$ cat config.mk
export PLATFORM = sky130hd
export DESIGN_NAME = mem_arbiter_flat
export DESIGN_NICKNAME = d
export VERILOG_FILES = /design/src/rtl/mem_arbiter_if.sv /design/src/rtl/mem_arbiter.sv /design/src/flat_wrapper.sv
export SDC_FILE = /design/constraint.sdc
export NUM_CORES = 1
export LEC_CHECK = 0
export ABC_AREA = 1
export BUFFER_PORTS_ARGS = -buffer_cell sky130_fd_sc_hd__buf_2
export CAP_MARGIN = 20
export CORE_AREA = 2 2 106 108
export CTS_CLUSTER_DIAMETER = 120
export CTS_CLUSTER_SIZE = 40
export DETAILED_ROUTE_END_ITERATION = 7
export DIE_AREA = 0 0 108 110
export HOLD_SLACK_MARGIN = 0.06
export PLACE_DENSITY_LB_ADDON = 0.15
export SYNTH_ARGS = -nofsm -noshare
export SYNTH_HDL_FRONTEND = slang
export SYNTH_SLANG_ARGS = --single-unit
$ cat constraint.sdc
create_clock -name clk -period 2 [get_ports clk]
set_clock_uncertainty 0.1 [all_clocks]
set_input_delay 0.4 -clock clk [delete_from_list [all_inputs] [get_ports clk]]
set_output_delay 0.4 -clock clk [all_outputs]
set_load 0.005 [all_outputs]
$ cat src/rtl/mem_arbiter_if.sv
// rtl/mem_arbiter_if.sv - bus bundle between the fetch/load-store requesters, the arbiter and memory
//
// Purpose: groups every handshake and data signal of mem_arbiter.
// Signals:
//   i_read, i_addr, i_rdata, i_resp                     instruction-side port
//   d_read, d_write, d_addr, d_wdata, d_byte_enable,
//   d_rdata, d_resp                                     data-side port
//   pmem_read, pmem_write, pmem_addr, pmem_wdata,
//   pmem_byte_enable, pmem_rdata, pmem_resp             shared memory port
// Modports:
//   slave  - the arbiter's view
//   master - the environment's view (requesters + memory)
interface mem_arbiter_if #(
   parameter int ADDR_W = 32,
   parameter int DATA_W = 32,
   parameter int MASK_W = DATA_W / 8
);
   logic              i_read;
   logic [ADDR_W-1:0] i_addr;
   logic [DATA_W-1:0] i_rdata;
   logic              i_resp;

   logic              d_read;
   logic              d_write;
   logic [ADDR_W-1:0] d_addr;
   logic [DATA_W-1:0] d_wdata;
   logic [MASK_W-1:0] d_byte_enable;
   logic [DATA_W-1:0] d_rdata;
   logic              d_resp;

   logic              pmem_read;
   logic              pmem_write;
   logic [ADDR_W-1:0] pmem_addr;
   logic [DATA_W-1:0] pmem_wdata;
   logic [MASK_W-1:0] pmem_byte_enable;
   logic [DATA_W-1:0] pmem_rdata;
   logic              pmem_resp;

   modport slave (
      input  i_read, i_addr,
      output i_rdata, i_resp,
      input  d_read, d_write, d_addr, d_wdata, d_byte_enable,
      output d_rdata, d_resp,
      output pmem_read, pmem_write, pmem_addr, pmem_wdata, pmem_byte_enable,
      input  pmem_rdata, pmem_resp
   );

   modport master (
      output i_read, i_addr,
      input  i_rdata, i_resp,
      output d_read, d_write, d_addr, d_wdata, d_byte_enable,
      input  d_rdata, d_resp,
      input  pmem_read, pmem_write, pmem_addr, pmem_wdata, pmem_byte_enable,
      output pmem_rdata, pmem_resp
   );
endinterface

$ cat src/rtl/mem_arbiter.sv
// rtl/mem_arbiter.sv - round-robin arbiter of fetch and load/store onto one memory port
//
// Purpose: latches one request at a time from the instruction or data side,
// drives it on the memory port until pmem_resp, and routes the completion
// back to the owner with zero added latency. Ties alternate between sides.
// Ports:
//   clk  - rising-edge clock
//   rst  - synchronous active-low reset
//   bus  - mem_arbiter_if.slave (requester ports and memory port)
module mem_arbiter #(
   parameter int ADDR_W = 32,
   parameter int DATA_W = 32,
   parameter int MASK_W = DATA_W / 8
) (
   input logic          clk,
   input logic          rst,
   mem_arbiter_if.slave bus
);

   typedef enum logic [1:0] {
      S_IDLE = 2'd0,
      S_I    = 2'd1,
      S_D    = 2'd2
   } state_t;

   state_t            state, state_next;
   logic              last_d, last_d_next;
   logic              cmd_read, cmd_read_next;
   logic              cmd_write, cmd_write_next;
   logic [ADDR_W-1:0] cmd_addr, cmd_addr_next;
   logic [DATA_W-1:0] cmd_wdata, cmd_wdata_next;
   logic [MASK_W-1:0] cmd_be, cmd_be_next;

   logic i_req, d_req, grant_i, grant_d;

   always_ff @(posedge clk) begin
      if (!rst) begin
         state     <= S_IDLE;
         last_d    <= 1'b1;   // instruction side wins the first tie
         cmd_read  <= 1'b0;
         cmd_write <= 1'b0;
         cmd_addr  <= '0;
         cmd_wdata <= '0;
         cmd_be    <= '0;
      end else begin
         state     <= state_next;
         last_d    <= last_d_next;
         cmd_read  <= cmd_read_next;
         cmd_write <= cmd_write_next;
         cmd_addr  <= cmd_addr_next;
         cmd_wdata <= cmd_wdata_next;
         cmd_be    <= cmd_be_next;
      end
   end

   always_comb begin
      state_next     = state;
      last_d_next    = last_d;
      cmd_read_next  = cmd_read;
      cmd_write_next = cmd_write;
      cmd_addr_next  = cmd_addr;
      cmd_wdata_next = cmd_wdata;
      cmd_be_next    = cmd_be;
      bus.i_resp     = 1'b0;
      bus.i_rdata    = '0;
      bus.d_resp     = 1'b0;
      bus.d_rdata    = '0;

      i_req   = bus.i_read;
      d_req   = bus.d_read | bus.d_write;
      // On a tie the side that did not get the previous grant goes next.
      grant_i = i_req & (~d_req | last_d);
      grant_d = d_req & (~i_req | ~last_d);

      case (state)
         S_IDLE: begin
            if (grant_i) begin
               state_next     = S_I;
               last_d_next    = 1'b0;
               cmd_read_next  = 1'b1;
               cmd_write_next = 1'b0;
               cmd_addr_next  = bus.i_addr;
               cmd_be_next    = '0;
            end else if (grant_d) begin
               state_next     = S_D;
               last_d_next    = 1'b1;
               // read+write together is treated as a write
               cmd_read_next  = bus.d_read & ~bus.d_write;
               cmd_write_next = bus.d_write;
               cmd_addr_next  = bus.d_addr;
               cmd_wdata_next = bus.d_wdata;
               cmd_be_next    = bus.d_byte_enable;
            end
         end
         S_I: begin
            if (bus.pmem_resp) begin
               bus.i_resp     = 1'b1;
               bus.i_rdata    = bus.pmem_rdata;
               state_next     = S_IDLE;
               cmd_read_next  = 1'b0;
               cmd_write_next = 1'b0;
            end
         end
         S_D: begin
            if (bus.pmem_resp) begin
               bus.d_resp     = 1'b1;
               bus.d_rdata    = bus.pmem_rdata;
               state_next     = S_IDLE;
               cmd_read_next  = 1'b0;
               cmd_write_next = 1'b0;
            end
         end
         default: begin
            state_next     = S_IDLE;
            cmd_read_next  = 1'b0;
            cmd_write_next = 1'b0;
         end
      endcase
   end

   assign bus.pmem_read        = cmd_read;
   assign bus.pmem_write       = cmd_write;
   assign bus.pmem_addr        = cmd_addr;
   assign bus.pmem_wdata       = cmd_wdata;
   assign bus.pmem_byte_enable = cmd_be;

endmodule

$ cat src/flat_wrapper.sv
// flat-port wrapper written by rule: the top's interface ports become plain ports
module mem_arbiter_flat 
#(
   parameter int ADDR_W = 32,
   parameter int DATA_W = 32,
   parameter int MASK_W = DATA_W / 8
)
  (clk, rst, bus_i_read, bus_i_addr, bus_i_rdata, bus_i_resp, bus_d_read, bus_d_write, bus_d_addr, bus_d_wdata, bus_d_byte_enable, bus_d_rdata, bus_d_resp, bus_pmem_read, bus_pmem_write, bus_pmem_addr, bus_pmem_wdata, bus_pmem_byte_enable, bus_pmem_rdata, bus_pmem_resp);
  mem_arbiter_if #(.ADDR_W(ADDR_W), .DATA_W(DATA_W), .MASK_W(MASK_W)) bus_i ();
  input logic clk;
  input logic rst;
  input wire logic [$bits(bus_i.i_read)-1:0] bus_i_read;
  input wire logic [$bits(bus_i.i_addr)-1:0] bus_i_addr;
  output wire logic [$bits(bus_i.i_rdata)-1:0] bus_i_rdata;
  output wire logic [$bits(bus_i.i_resp)-1:0] bus_i_resp;
  input wire logic [$bits(bus_i.d_read)-1:0] bus_d_read;
  input wire logic [$bits(bus_i.d_write)-1:0] bus_d_write;
  input wire logic [$bits(bus_i.d_addr)-1:0] bus_d_addr;
  input wire logic [$bits(bus_i.d_wdata)-1:0] bus_d_wdata;
  input wire logic [$bits(bus_i.d_byte_enable)-1:0] bus_d_byte_enable;
  output wire logic [$bits(bus_i.d_rdata)-1:0] bus_d_rdata;
  output wire logic [$bits(bus_i.d_resp)-1:0] bus_d_resp;
  output wire logic [$bits(bus_i.pmem_read)-1:0] bus_pmem_read;
  output wire logic [$bits(bus_i.pmem_write)-1:0] bus_pmem_write;
  output wire logic [$bits(bus_i.pmem_addr)-1:0] bus_pmem_addr;
  output wire logic [$bits(bus_i.pmem_wdata)-1:0] bus_pmem_wdata;
  output wire logic [$bits(bus_i.pmem_byte_enable)-1:0] bus_pmem_byte_enable;
  input wire logic [$bits(bus_i.pmem_rdata)-1:0] bus_pmem_rdata;
  input wire logic [$bits(bus_i.pmem_resp)-1:0] bus_pmem_resp;
  assign bus_i.i_read = bus_i_read;
  assign bus_i.i_addr = bus_i_addr;
  assign bus_i_rdata = bus_i.i_rdata;
  assign bus_i_resp = bus_i.i_resp;
  assign bus_i.d_read = bus_d_read;
  assign bus_i.d_write = bus_d_write;
  assign bus_i.d_addr = bus_d_addr;
  assign bus_i.d_wdata = bus_d_wdata;
  assign bus_i.d_byte_enable = bus_d_byte_enable;
  assign bus_d_rdata = bus_i.d_rdata;
  assign bus_d_resp = bus_i.d_resp;
  assign bus_pmem_read = bus_i.pmem_read;
  assign bus_pmem_write = bus_i.pmem_write;
  assign bus_pmem_addr = bus_i.pmem_addr;
  assign bus_pmem_wdata = bus_i.pmem_wdata;
  assign bus_pmem_byte_enable = bus_i.pmem_byte_enable;
  assign bus_i.pmem_rdata = bus_pmem_rdata;
  assign bus_i.pmem_resp = bus_pmem_resp;
  mem_arbiter #(.ADDR_W(ADDR_W), .DATA_W(DATA_W), .MASK_W(MASK_W)) u_core (.clk(clk), .rst(rst), .bus(bus_i));
endmodule
## Word level (Yosys, flattened, before mapping)

Index checks and enable logic that the tools add are counted.

- Register bits after elaboration: 73
- Input bits: 138
- Output and inout port bits: 136
- Logic and storage cells: 51

- Muxes and demuxes: 23
- Eq/ne operators: 4
- Reductions and logical operators: 6
- Bitwise logic cells: 11

Operator list:

| kind | number |
|---|---|
| $mux W32 | 5 |
| $mux W1 | 10 |
| $mux W4 | 2 |
| $mux W2 | 3 |
| $not A1 Y1 | 5 |
| $pmux W1 S2 | 2 |
| $pmux W2 S2 | 1 |
| $reduce_and A2 Y1 | 2 |
| $and A1 B1 Y1 | 3 |
| $ne A3 B1 Y1 const B | 1 |
| $or A1 B1 Y1 | 3 |
| $reduce_and A3 Y1 | 1 |
| $eq A2 B1 Y1 const B | 1 |
| $eq A2 B2 Y1 const B | 1 |
| $logic_not A2 Y1 | 1 |
| $ne A2 B1 Y1 const B | 1 |
| $reduce_bool A2 Y1 | 1 |
| $reduce_or A2 Y1 | 1 |

## Longest topological paths before layout

Gate-level depths: netlist (run 1).

- Depth after elaboration: 6
- Depth in mapped cells: 9
- Depth with buffers taken out: 8

## Worst setup path before layout (run 1)

No wires, ideal clock.

- Path type: reg2out
- Start: reg u_core.state[0]
- End: out bus_d_resp
- Cell stages (with the launch flop): 6
- Arrival time: 1.060 ns
- Data required time: 1.500 ns
- Path buffers: 1
- Setup slack: 0.440 ns
- Path through: dfxtp_1 inv_1 ha_1 nand2_1 clkbuf_1 inv_1

- Word-level cells in the longest chain between the ends: 2

RTL lines:

| item | RTL line | text |
|---|---|---|
| from (decl) | mem_arbiter.sv:26 | `state_t state, state_next;` |
| from (signal assigned) | mem_arbiter.sv:46 | `state <= state_next;` |
| $eq A2 B2 Y1 | mem_arbiter.sv:75 | `case (state)` |
| $mux W1 | mem_arbiter.sv:75 |  |
| to (decl) | flat_wrapper.sv:22 | `output wire logic [$bits(bus_i.d_resp)-1:0] bus_d_resp;` |

No other way between the ends.

## Final worst setup path (run 1)

- Start: reg u_core.state[0]
- End: out bus_d_rdata[30]

- Word-level cells in the longest chain between the ends: 2

RTL lines:

| item | RTL line | text |
|---|---|---|
| $eq A2 B2 Y1 | mem_arbiter.sv:75 |  |
| $mux W32 | mem_arbiter.sv:75 |  |
| to (decl) | flat_wrapper.sv:21 | `output wire logic [$bits(bus_i.d_rdata)-1:0] bus_d_rdata;` |

No other way between the ends.

==> impl_results.md, run 1 <==
- CTS Sinks: 73
- Clk slew on worst S/H paths: 80 ps
- Initial antenna violation count: 0
- Hold slack final: 182.6 ps
- Status: completed
- Main combinational cell family by area after synthesis: simple AND/OR/NAND/NOR gates
- Area fraction of the dominant cell type after synthesis: 38.10%
- CTS tree: built
- Register area: 1464 um^2
- Sequential Power Share: 40.0%
- I/O Buffers: 273
- Fillers: 1,110
- Sw frac: 34.64%
- Post-CTS Setup Repair Bufs: 0
- Synthesized flop and latch total: 73
- Root buffer cell: clkbuf_8
- Syn Area/Cell: 6.614 um^2
- Simple-Gate Fraction of Synth Area: 40.83%
- Row count: 38
- Critical-path maximum fanout: 16
- Final setup violating endpoints: 0
- Full die area: 11,880 um^2
- DR pass1 iterations: 4
- IO Pins: 274
- Design internal power: 2.889 mW
- Max-slew headroom: 74.10%
- Slowest cell delay on critical path: 330 ps
- Sw power: 1.531 mW
- Critical path's slowest cell: dfxtp_2
- R2R depth: 8
- Post-route ant nets: 0
- Ys Warns: 0
- Num CTS Buffers: 9
- Share of cells above drive strength 1: 41.89%
- Vias per cell: 4.439
- CP required: 1500 ps
- Wire per inst: 12.26 um
- Die Wd: 108 um
- Global placer's final weighted congestion: 0.8025
- P_leak: 3.388 nW
- # resized after CTS: 0
- Final setup TNS: 0 ps
- Fin crit share: 95.56%
- Post-synthesis adder-cell area fraction: 0.9785%
- Compound-Gate Fraction of Synth Area: 6.849%
- Type of the most critical hold path: in2reg
- Initial drt markers: 297
- Tot GR Track Use: 18.80%
- Height of the chip: 110 um
- Xor/xnor share of the synthesized area: 0%
- H-tree levels: 3
- Initial Utilization: 35.86%
- Multi-input combinational cell area: 1877 um^2
- Antenna Cells: 0
- # hold bufs at CTS: 0
- Slew @ Worst Pin: 388.5 ps
- Synthesized Nets: 721
- Vias in the first global route: 3,784
- Global-route wire length before repair: 17,840 um
- Hold Fails Final Rpt: 0
- Mapped Area: 3836 um^2
- Core area: 10,700 um^2
- Reg-to-reg slack, setup: 350 ps
- Max-slew violations: 0
- Max_cap viols: 0
- RSZ-0062 raised after global routing: false
- Largest cells by area after synthesis: dfxtp_1 38%, nand2_1 14%, nor2_1 13%
- Hold Path Stages: 2
- Register area share after synthesis: 38.10%
- Mapped Cells: 580
- Pin count of the biggest net entering global routing: 61
- Final min period: 1911 ps
- Crit Path Category: reg2out
- VDD IR max: 0.3541 mV
- Mux contribution to synthesized area: 0%
- CTS Buffer Depth: 2
- Clk_lat worst skew: 350 ps
- CP arrival: 1410 ps
- Comb pwr share: 33.7%
- Routed vias: 4,372
- Post-route DRC violation count: 0
- Synth unique cells: 25
- Worst setup EP type: output port
- Final wirelength: 12,070 um
- Dpl hpwl: 8965 um
- Fmax: 0.5233 GHz
- Global route total overflow: 0
- Startpoint types: register
- Syn-to-layout area delta: 45.83%
- Cell taking the most area after synthesis: dfxtp_1
- Worst path cell trace: inv_1 > ha_1 > nand2_2 > clkbuf_16 > nor2_1 > buf_2
- Cell Pwr Density: 790.2 nW/um^2
- NumNets Final: 981
- Clk network pwr share: 26.3%
layout by cell type, fill, tap and decap left out, types with 3 or more instances in the layout:
| master | instances |
|---|---|
| nand3_2 | 30 |
| buf_12 | 8 |
| dfxtp_1 | 71 |
| nand2_1 | 138 |
| clkbuf_8 | 9 |
| ha_1 | 3 |
| a21oi_2 | 10 |
| buf_2 | 273 |
| a21oi_1 | 31 |
| nand3_1 | 42 |
| inv_2 | 3 |
| nand2_2 | 4 |
| buf_4 | 3 |
| inv_1 | 71 |
| nor2_1 | 130 |
kinds of logic (layout without fill, tap and decap cells):
group,Yosys count,count (layout)
and+or+nand+nor,348,348
buffers and inverters,112,377
adders and majority gates,3,3
DFF,73,73
AOI/OAI and AO/OA,44,44
synthesized netlist by cell type (all sizes together):
master / count
dfxtp: 73
buf: 24
o21ai: 1
a21oi: 41
nand3: 72
ha: 3
nand4: 1
nor2: 131
a21boi: 1
nand2: 144
o211ai: 1
inv: 75
clkbuf: 13
power by group through the flow:
stage	sequential (mW)	clock (mW)	combinational, mW
final	1.77	1.16	1.49
after global routing	1.79	1.28	1.69
after CTS	1.77	1.21	1.49
after detailed placement	1.80	0	1.49
after global placement	1.79	0	1.46
after floorplan	1.82	0	0.908
state kept, by name, summed over array words and instances (netlist names):
register                     cells
u_core.last_d                    1
u_core.bus.pmem_byte_enable      4
u_core.bus.pmem_wdata           32
u_core.bus.pmem_write            1
u_core.bus.pmem_addr            32
u_core.state                     2
u_core.bus.pmem_read             1
stage by stage:
| stage | util, % | power, mW | area (um^2) | setup WS [ps] | std cells |
|---|---|---|---|---|---|
| 2_1_floorplan | - | 2.725 | 3836 | 440.0 | 580 |
| 3_3_place_gp | 49.93 | 3.249 | 5341 | 378.6 | 967 |
| 3_5_place_dp | 49.93 | 3.283 | 5341 | 313.2 | 967 |
| 4_1_cts | 51.75 | 4.466 | 5537 | 34.72 | 983 |
| 5_1_grt | 52.29 | 4.758 | 5594 | 1.739 | 985 |
| 6_report | 52.29 | 4.420 | 5594 | 88.90 | 985 |
worst max-delay path: cells and delay by family (launching register included):
| kind | cells | cell delay (ps) |
|---|---|---|
| AND/OR/NAND/NOR | 2 | 190 |
| adder cells (fa/ha/maj) | 1 | 160 |
| flip-flops | 1 | 330 |
| buffers and inverters | 3 | 390 |
layout make-up:
class | count | share of cell area [%]
Inverter | 75 | 5.077
Tap cell | 140 | 3.131
Clock buffer | 10 | 2.281
Sequential cell | 73 | 26.17
Clock inverter | 6 | 1.208
Multi-Input combinational cell | 395 | 33.55
Timing Repair Buffer | 286 | 28.58
per-layer routing:
metal	vias to the layer above	share of wire, %	GRT usage (%)
met1	1919	44	23.58
met2	166	47	31.40
met4	0	1.2	5.403
li1	2276	-	-
met5	-	0	0
met3	11	8.2	5.644
worst paths after layout:
path                                          startpoint                                endpoint
setup / recovery            u_core.state[0]$_SDFFE_PN0P_                         bus_d_rdata[30]
hold / removal                                       rst              u_core.last_d$_SDFFE_PN1P_
setup reg to reg            u_core.state[1]$_SDFFE_PN0P_   u_core.bus.pmem_addr[27]$_SDFFE_PN0P_
hold reg to reg   u_core.bus.pmem_wdata[26]$_SDFFE_PN0P_  u_core.bus.pmem_wdata[26]$_SDFFE_PN0P_
No activity file was read; power rests on OpenSTA's default activity.
==> run 2: changes to the inputs <==
--- a/config.mk
+++ b/config.mk
@@ -6,13 +6,13 @@
 export NUM_CORES = 1
 export LEC_CHECK = 0
 export ABC_AREA = 1
-export BUFFER_PORTS_ARGS = -buffer_cell sky130_fd_sc_hd__buf_2
 export CAP_MARGIN = 20
-export CORE_AREA = 2 2 106 108
+export CORE_AREA = 2 2 105 107
 export CTS_CLUSTER_DIAMETER = 120
 export CTS_CLUSTER_SIZE = 40
 export DETAILED_ROUTE_END_ITERATION = 7
-export DIE_AREA = 0 0 108 110
+export DIE_AREA = 0 0 107 109
+export DONT_BUFFER_PORTS = 1
 export HOLD_SLACK_MARGIN = 0.06
 export PLACE_DENSITY_LB_ADDON = 0.15
 export SYNTH_ARGS = -nofsm -noshare
==> impl_results.md, run 2 (synthesized netlist as in run 1, its figures left out) <==
- Global route total overflow: 0 (unchanged)
- Most frequent cells in the layout: 140 x nand2_1, 130 x nor2_1, 73 x dfxtp_1, 71 x inv_1, 42 x nand3_1 (was 273 x buf_2, 138 x nand2_1, 130 x nor2_1, 71 x inv_1, 71 x dfxtp_1)
- Share of cells above drive strength 1: 13.46% (was 41.89%)
- NumNets Final: 708 (was 981)
- Sw frac: 34.34% (was 34.64%)
- DR pass1 iterations: 4 (unchanged)
- Worst path cell trace: inv_1 > ha_1 > nand2_1 > buf_8 > nor2_1 (was inv_1 > ha_1 > nand2_2 > clkbuf_16 > nor2_1 > buf_2)
- Max_cap viols: 0 (unchanged)
- Num CTS Buffers: 9 (unchanged)
- Full die area: 11,660 um^2 (was 11,880 um^2)
- Gr busiest metal: met2 (unchanged)
- VDD IR max: 0.3559 mV (was 0.3541 mV)
- P_leak: 2.110 nW (was 3.388 nW)
- Slowest cell delay on critical path: 330 ps (about the same)
- Startpoint types: register (unchanged)
- DP Area: 3945 um^2 (was 5341 um^2)
- Fmax: 0.5334 GHz (was 0.5233 GHz)
- Global-route wire length before repair: 15,380 um (was 17,840 um)
- Max-slew violations: 0 (unchanged)
- Slew @ Worst Pin: 372.1 ps (was 388.5 ps)
- Hold Path Stages: 2 (unchanged)
- R2R depth: 8 (unchanged)
- Max-slew headroom: 75.19% (was 74.10%)
- Vias in the first global route: 2,978 (was 3,784)
- CTS Sinks: 73 (unchanged)
- M3 GR Usage: 7.113% (was 5.644%)
- Antenna Cells: 0 (unchanged)
- CTS tree: built (unchanged)
- Root buffer cell: clkbuf_8 (unchanged)
- Post-CTS Setup Repair Bufs: 0 (unchanged)
- Pin count of the biggest net entering global routing: 73 (was 61)
- Hold Fails Final Rpt: 0 (unchanged)
- Wire per inst: 14.34 um (was 12.26 um)
- Buffers & Inverters on Critical Path: 2 (was 3)
- Sw power: 1.442 mW (was 1.531 mW)
- Cell Pwr Density: 1002 nW/um^2 (was 790.2 nW/um^2)
- CP arrival: 1370 ps (was 1410 ps)
- Comb pwr share: 25.0% (was 33.7%)
- Fin crit share: 93.74% (was 95.56%)
- Most common cell after layout, fill and taps aside: nand2_1 (was buf_2)
- Clk slew on worst S/H paths: 90 ps (was 80 ps)
- Critical-path maximum fanout: 33 (was 16)
- Routed vias: 3,410 (was 4,372)
- RSZ-0062 raised after global routing: false (unchanged)
- Multi-input combinational cell area: 1872 um^2 (was 1877 um^2)
- Clk_lat worst skew: 340 ps (was 350 ps)
- Post-route ant nets: 0 (unchanged)
- CTS Buffer Depth: 2 (unchanged)
- Final min period: 1875 ps (was 1911 ps)
- Clk network pwr share: 31.3% (was 26.3%)
- Status: completed (unchanged)
- Dpl hpwl: 7384 um (was 8965 um)
- Design area: 4192 um^2 (was 5594 um^2)
- Height of the chip: 109 um (was 110 um)
- Initial Utilization: 36.18% (was 35.86%)
- Tot GR Track Use: 16.72% (was 18.80%)
- Critical path's slowest cell: dfxtp_1 (was dfxtp_2)
- Final setup TNS: 0 ps (unchanged)
- Register area: 1461 um^2 (was 1464 um^2)
- Worst setup EP type: output port (unchanged)
- Final setup violating endpoints: 0 (unchanged)
- Sequential Power Share: 43.8% (was 40.0%)
- Final wirelength: 10,210 um (was 12,070 um)
- Post-route DRC violation count: 0 (unchanged)
- Global placer's final weighted congestion: 0.7701 (was 0.8025)
- Type of the most critical hold path: in2reg (unchanged)
- Die Wd: 107 um (was 108 um)
- Delay-heaviest family, CP: flip-flops (was buffers and inverters)
- Initial antenna violation count: 0 (unchanged)
- Vias per cell: 4.789 (was 4.439)
- H-tree levels: 3 (unchanged)
- Design internal power: 2.758 mW (was 2.889 mW)
- IO Pins: 274 (unchanged)
- Row count: 38 (unchanged)
- CP required: 1500 ps (about the same)
- I/O Buffers: 0 (was 273)
- Initial drt markers: 248 (was 297)
- Core area: 10,600 um^2 (was 10,700 um^2)
- Crit Path Category: reg2out (unchanged)
- Met2 Use GR: 23.57% (was 31.40%)
- Fillers: 1,115 (was 1,110)
- Syn-to-layout area delta: 9.263% (was 45.83%)
- WP depth: 5 (was 6)
- GRT met1 Usage: 22.98% (was 23.58%)
==> run 2: changes by cell type in the layout (fill, tap and decap cells not counted), sizes merged <==
cell	change
buf	-272
clkbuf	-3
clkinv	-3
inv	+2
bufinv	+1
clkinvlp	+1
dlygate4sd3	+1
==> run 2: worst paths after layout <==
path,endpoint,slack (ps),startpoint
min,u_core.bus.pmem_wdata[19]$_SDFFE_PN0P_,90,bus_d_wdata[19]
max,bus_d_rdata[19],130,u_core.state[0]$_SDFFE_PN0P_
min reg2reg,u_core.bus.pmem_wdata[18]$_SDFFE_PN0P_,380,u_core.bus.pmem_wdata[18]$_SDFFE_PN0P_
max reg2reg,u_core.bus.pmem_addr[2]$_SDFFE_PN0P_,400,u_core.state[0]$_SDFFE_PN0P_
==> run 2: repair_timing <==
action                                 CTS  global route
endpoints found under the hold margin    1             0
hold buffers                             1             0
setup endpoints to repair                0            66
gates resized for setup                  0             3
==> run 2: final cells by class <==
class | instances | share of cell area (%)
clock buffers | 9 | 2.955
clock inverters | 7 | 2.418
inverters | 75 | 6.776
multi-input cells | 395 | 44.66
flip-flops and latches | 73 | 34.87
well taps | 140 | 4.179
repair buffers | 13 | 4.149
==> run 2: routing by layer <==
| metal | vias up | part of all wire (%) |
|---|---|---|
| met1 | 1493 | 45 |
| met2 | 169 | 42 |
| met3 | 15 | 11 |
| li1 | 1733 | - |
| met4 | 0 | 1.7 |
| met5 | - | 0 |
==> run 2: stage by stage <==
step | hold slack [ps] | worst slack (ps) | instances | util [%] | power, mW
finish | 93.01 | 125.2 | 712 | 39.53 | 4.201
detailed placement | 373.1 | 397.5 | 695 | 37.21 | 2.930
CTS | 64.61 | 6.432 | 712 | 39.43 | 4.272
global route | 64.71 | 13.06 | 712 | 39.53 | 4.523
global placement | 368.4 | 429.9 | 695 | 37.21 | 2.910
floorplan | 355.9 | 440.0 | 580 | - | 2.725
==> run 2: power groups by stage <==
| stage | clock network [mW] | logic [mW] | registers (mW) |
|---|---|---|---|
| floorplan | 0 | 0.908 | 1.82 |
| global placement | 0 | 1.03 | 1.88 |
| detailed placement | 0 | 1.05 | 1.88 |
| CTS | 1.37 | 1.06 | 1.84 |
| global route | 1.44 | 1.22 | 1.86 |
| finish | 1.31 | 1.05 | 1.84 |
